<file path="config.mk">
export PLATFORM = sky130hd
export DESIGN_NAME = imm_gen_pipe
export DESIGN_NICKNAME = d
export VERILOG_FILES = /design/src/rtl/imm_gen_pipe.sv
export SDC_FILE = /design/constraint.sdc
export NUM_CORES = 1
export LEC_CHECK = 0
export ABC_CLOCK_PERIOD_IN_PS = 1660
export CORE_UTILIZATION = 45
export CTS_CLUSTER_SIZE = 25
export DETAILED_ROUTE_END_ITERATION = 8
export HOLD_SLACK_MARGIN = 0.12
export PLACE_DENSITY = 0.91
export SLEW_MARGIN = 20
export SYNTH_ARGS = -nofsm -noshare
export SYNTH_HDL_FRONTEND = slang
export SYNTH_SLANG_ARGS = --single-unit
</file>
<file path="constraint.sdc">
create_clock -name clk -period 1.66 [get_ports clk]
set_input_delay 0.498 -clock clk [delete_from_list [all_inputs] [get_ports clk]]
set_output_delay 0.498 -clock clk [all_outputs]
set_load 0.005 [all_outputs]
</file>
<file path="src/rtl/imm_gen_pipe.sv">
// RV32I/RV64I immediate generator behind an elastic valid/ready pipeline.
// Decode happens before stage 0; the remaining stages only carry the decoded entry.
module imm_gen_pipe #(
  parameter int XLEN   = 32,
  parameter int STAGES = 1
) (
  input  logic            clk,
  input  logic            rst_n,
  input  logic            flush,
  input  logic            in_valid,
  output logic            in_ready,
  input  logic [31:0]     instr,
  output logic            out_valid,
  input  logic            out_ready,
  output logic [XLEN-1:0] imm_out,
  output logic [2:0]      fmt_out,
  output logic            illegal_out,
  output logic [31:0]     instr_out
);

  localparam logic [2:0] FMT_NONE = 3'd0;
  localparam logic [2:0] FMT_I    = 3'd1;
  localparam logic [2:0] FMT_S    = 3'd2;
  localparam logic [2:0] FMT_B    = 3'd3;
  localparam logic [2:0] FMT_U    = 3'd4;
  localparam logic [2:0] FMT_J    = 3'd5;
  localparam logic [2:0] FMT_Z    = 3'd6;

  localparam logic [6:0] OP_LOAD   = 7'b0000011;
  localparam logic [6:0] OP_IMM    = 7'b0010011;
  localparam logic [6:0] OP_JALR   = 7'b1100111;
  localparam logic [6:0] OP_FENCE  = 7'b0001111;
  localparam logic [6:0] OP_SYSTEM = 7'b1110011;
  localparam logic [6:0] OP_IMM32  = 7'b0011011;
  localparam logic [6:0] OP_STORE  = 7'b0100011;
  localparam logic [6:0] OP_BRANCH = 7'b1100011;
  localparam logic [6:0] OP_LUI    = 7'b0110111;
  localparam logic [6:0] OP_AUIPC  = 7'b0010111;
  localparam logic [6:0] OP_JAL    = 7'b1101111;

  typedef struct packed {
    logic [XLEN-1:0] imm;
    logic [2:0]      fmt;
    logic            ill;
    logic [31:0]     instr;
  } ent_t;

  ent_t              dec;
  logic [STAGES-1:0] v_vec;
  logic [STAGES-1:0] ld;

  always_comb begin
    dec       = '0;
    dec.fmt   = FMT_NONE;
    dec.ill   = 1'b1;
    dec.instr = instr;
    if (instr[1:0] == 2'b11) begin
      dec.ill = 1'b0;
      case (instr[6:0])
        OP_LOAD, OP_IMM, OP_JALR, OP_FENCE: dec.fmt = FMT_I;
        OP_IMM32: begin
          if (XLEN == 64) dec.fmt = FMT_I;
          else            dec.ill = 1'b1;
        end
        OP_SYSTEM:         dec.fmt = instr[14] ? FMT_Z : FMT_I;
        OP_STORE:          dec.fmt = FMT_S;
        OP_BRANCH:         dec.fmt = FMT_B;
        OP_LUI, OP_AUIPC:  dec.fmt = FMT_U;
        OP_JAL:            dec.fmt = FMT_J;
        default:           dec.ill = 1'b1;
      endcase
    end
    case (dec.fmt)
      FMT_I:   dec.imm = XLEN'($signed(instr[31:20]));
      FMT_S:   dec.imm = XLEN'($signed({instr[31:25], instr[11:7]}));
      FMT_B:   dec.imm = XLEN'($signed({instr[31], instr[7], instr[30:25], instr[11:8], 1'b0}));
      FMT_U:   dec.imm = XLEN'($signed({instr[31:12], 12'b0}));
      FMT_J:   dec.imm = XLEN'($signed({instr[31], instr[19:12], instr[20], instr[30:21], 1'b0}));
      FMT_Z:   dec.imm = XLEN'(instr[19:15]);
      default: dec.imm = '0;
    endcase
  end

  genvar gi;
  generate
    for (gi = 0; gi < STAGES; gi++) begin : g_stage
      logic v_q, v_d, vin;
      ent_t ent_q, ent_d, ent_in;

      if (gi == 0) begin : g_src
        assign vin    = in_valid;
        assign ent_in = dec;
      end else begin : g_src
        assign vin    = g_stage[gi-1].v_q;
        assign ent_in = g_stage[gi-1].ent_q;
      end

      // A stage can load if it, or any stage downstream of it, has a free slot.
      assign v_vec[gi] = v_q;
      assign ld[gi]    = out_ready || !(&v_vec[STAGES-1:gi]);

      always_comb begin
        v_d   = v_q;
        ent_d = ent_q;
        if (ld[gi]) begin
          v_d = vin;
          if (vin) ent_d = ent_in;
        end
        if (flush) v_d = 1'b0;
      end

      always_ff @(posedge clk or negedge rst_n) begin
        if (!rst_n) begin
          v_q   <= 1'b0;
          ent_q <= '0;
        end else begin
          v_q   <= v_d;
          ent_q <= ent_d;
        end
      end
    end
  endgenerate

  assign in_ready    = ld[0];
  assign out_valid   = v_vec[STAGES-1];
  assign imm_out     = g_stage[STAGES-1].ent_q.imm;
  assign fmt_out     = g_stage[STAGES-1].ent_q.fmt;
  assign illegal_out = g_stage[STAGES-1].ent_q.ill;
  assign instr_out   = g_stage[STAGES-1].ent_q.instr;

endmodule

</file>
==> metrics.cfg, run 1 <==
[route]
drc_errors = 0
detail_route.vias_per_cell = 5.80
vias = 3159
postRouteAntennaNets = 0
avgRoutedWirePerCell_um = 19.9
totalWireLength_um = 10900
dr.pass1.iters = 5
drtIter0Drc = 299

[clocking]
clock-sinks = 69
cts_buffers = 9
clk_pin_slew_worst_paths_ns = 0.08
clock_path_buffers = 2
cts_tree = done
cts_root_buf = clkbuf_8
cts_hold_buf = 0
htree_levels = 3
clkLatencyLatePin_ns = 0.36

[timing]
min_period_ns = 1.91
timing.fmax_mhz = 524
fin_hold_ws_ns = 0.156
finClkSkew_ns = 0.00598
report.final.slew_viol_count = 0
hold_violations = 0
tightest_slew_ns = 0.402
rsz0062_at_grt = yes
min_period_over_period = 1.15
fin_ws_ns = -0.249
slew_headroom = 0.732
setup_viol = 31

[critical_path]
worst-path-max-fanout = 6
critPathArrivalTime_ns = 2.20
cp_data_required_time_ns = 1.95
critPathCaptureType = register
reg2reg_from = out_valid
cp-start-kind = input pin
cp-startpoint = instr[2]
crit_type = in2reg

[grt]
top_usage_layer = met2
overflow = 0
met2_usage = 0.513
antenna_found_initial = 0
use_met3 = 0.0653
met1_usage = 0.416
grt_max_degree = 70
grt_usage = 0.316
grt_pass1_wl_um = 16900
grt_pass1_vias = 3150

[floorplan]
row_count = 29
ioPinCount = 107
die-width_um = 83.5
die_area_sq_mm = 0.00697
die_y_um = 83.5
core_sq_mm = 0.00639
start_util = 0.468

[power_and_ir_drop]
power_leakage_nw = 2.53
total_power_mw = 4.02
ir_drop_uv = 874
power_density_mw_per_mm2 = 814

[logic_synthesis]
synth_compound_area_frac = 0.174
synth_warnings = 0
synth_top_family_by_area = simple AND/OR/NAND/NOR gates
yosysSeqAreaShare = 0.578
synth_nets = 337
synth_xor_area_frac = 0
async_reset_ff_frac = 1.00
synth_edf_count = 0
yosys.area_share.simple = 0.207
synth.mux.area_fraction = 0.00335
synth_ff_type = dfrtp_1
ys_seq_elements = 69
avgSynthCellArea_sq_um = 9.96
yosys.area_share.adder = 0
syn_area_sq_mm = 0.00299
synthDistinctLibCells = 46
syn_inst = 300

[worst_hold_path]
min_path_type = in2async

[run_status]
violations = setup timing
status = finished with violations

[flow_run]
max_cap_viol_count = 0

[placement]
gp_congestion = 0.886
place_inst = 504
dp_hpwl_um = 6270
place_ws_ns = -1.11
portBuffers = 106

[cells_and_area]
layout.nets = 500
diodes = 0
final_cells = 545
layout_common_cells = nand2_1 (97), dlygate4sd2_1 (73), dfrtp_1 (69)
drive_above_1_share = 0.269
area_delta_synth_final_pct = 65.3
final_common_cell = nand2_1

==> cell families (layout without fill, tap and decap cells) <==
kind of cell | after synthesis | in the layout
simple gates | 138 | 138
flops | 69 | 69
compound gates | 68 | 68
buf+inv | 24 | 192
mux | 1 | 1
==> layer usage <==
layer	wire length [um]	part of all wire
met1	4380	0.40
met2	5380	0.50
met3	757	0.070
met4	342	0.031
met5	0	0
==> flip-flops by register name, indices dropped and copies added, names as in the netlist <==
signal and count:
imm_out 32, instr_out 32, fmt_out 3, illegal_out 1, out_valid 1
==> stage by stage <==
step	instance area, sq um	util	setup TNS, ns
after floorplan	3020	-	-7.18
after global placement	4400	0.689	-38.37
after detailed placement	4400	0.689	-41.54
after CTS	4870	0.763	-2.56
after global routing	4940	0.773	-5.46
final	4940	0.773	-4.52
==> path summary, 6_finish.rpt <==
kind                       slack, ns            end  cells past startpoint
setup / recovery               -0.25    imm_out[10]                     10
hold / removal                  0.16  instr_out[26]                      2
setup reg to reg               -0.10    imm_out[10]                      8
hold reg to reg                 0.48   instr_out[2]                      2
max in group asynchronous       1.22    imm_out[13]                      2
min in group clk                0.38   instr_out[5]                      3
==> cells in the mapped netlist, types with 3 or more instances <==
library cell	n	area, sq um
a21oi_1	12	60.1
nand2_1	100	375
a221o_1	11	110
o2bb2ai_1	4	35.0
buf_2	3	15.0
dfrtp_1	69	1730
o21ai_0	12	60.1
nand2b_1	3	18.8
nor2_1	12	45.0
inv_1	4	15.0
clkbuf_1	10	37.5
and3_1	5	31.3
a221oi_1	4	35.0
buf_1	4	15.0
o22ai_1	5	31.3
a22o_1	7	61.3
==> critical path, stage by stage <==
cell	delay, ns
buf_8	0.08
buf_6	0.10
and4bb_1	0.23
a311oi_2	0.06
a2111o_2	0.46
buf_6	0.15
buf_4	0.14
a21oi_4	0.17
buf_6	0.15
a22o_1	0.15
==> area by class of cell <==
class                      instances  area [sq um]
tap                               77          96.3
clock buffer                       9           124
inverter                           4          15.0
multi-input combinational        207          1350
fill                             407          1450
clock inverter                     7          75.1
sequential                        69          1730
timing repair buffer             172          1550
==> timing repair <==
action                     4_1_cts  5_1_grt
gates cloned                     2        1
setup endpoints to repair      106       32
pin swaps                       16       18
buffers inserted                24        1
hold endpoints to repair         0        0
gates resized for setup        131       32
==> power by group <==
part / total [mW] / internal (mW) / switching [mW]
combinational: 0.747 / 0.371 / 0.376
sequential: 1.86 / 1.80 / 0.0675
clock: 1.41 / 0.698 / 0.709
total: 4.02 / 2.86 / 1.15
No activity file was read; power rests on OpenSTA's default activity.
==> run 2: changes to the inputs <==
Settings changed: SLEW_MARGIN 20 to 30.
==> results of run 2 <==
The final DEF is identical to that of run 1; final timing and power are the same.
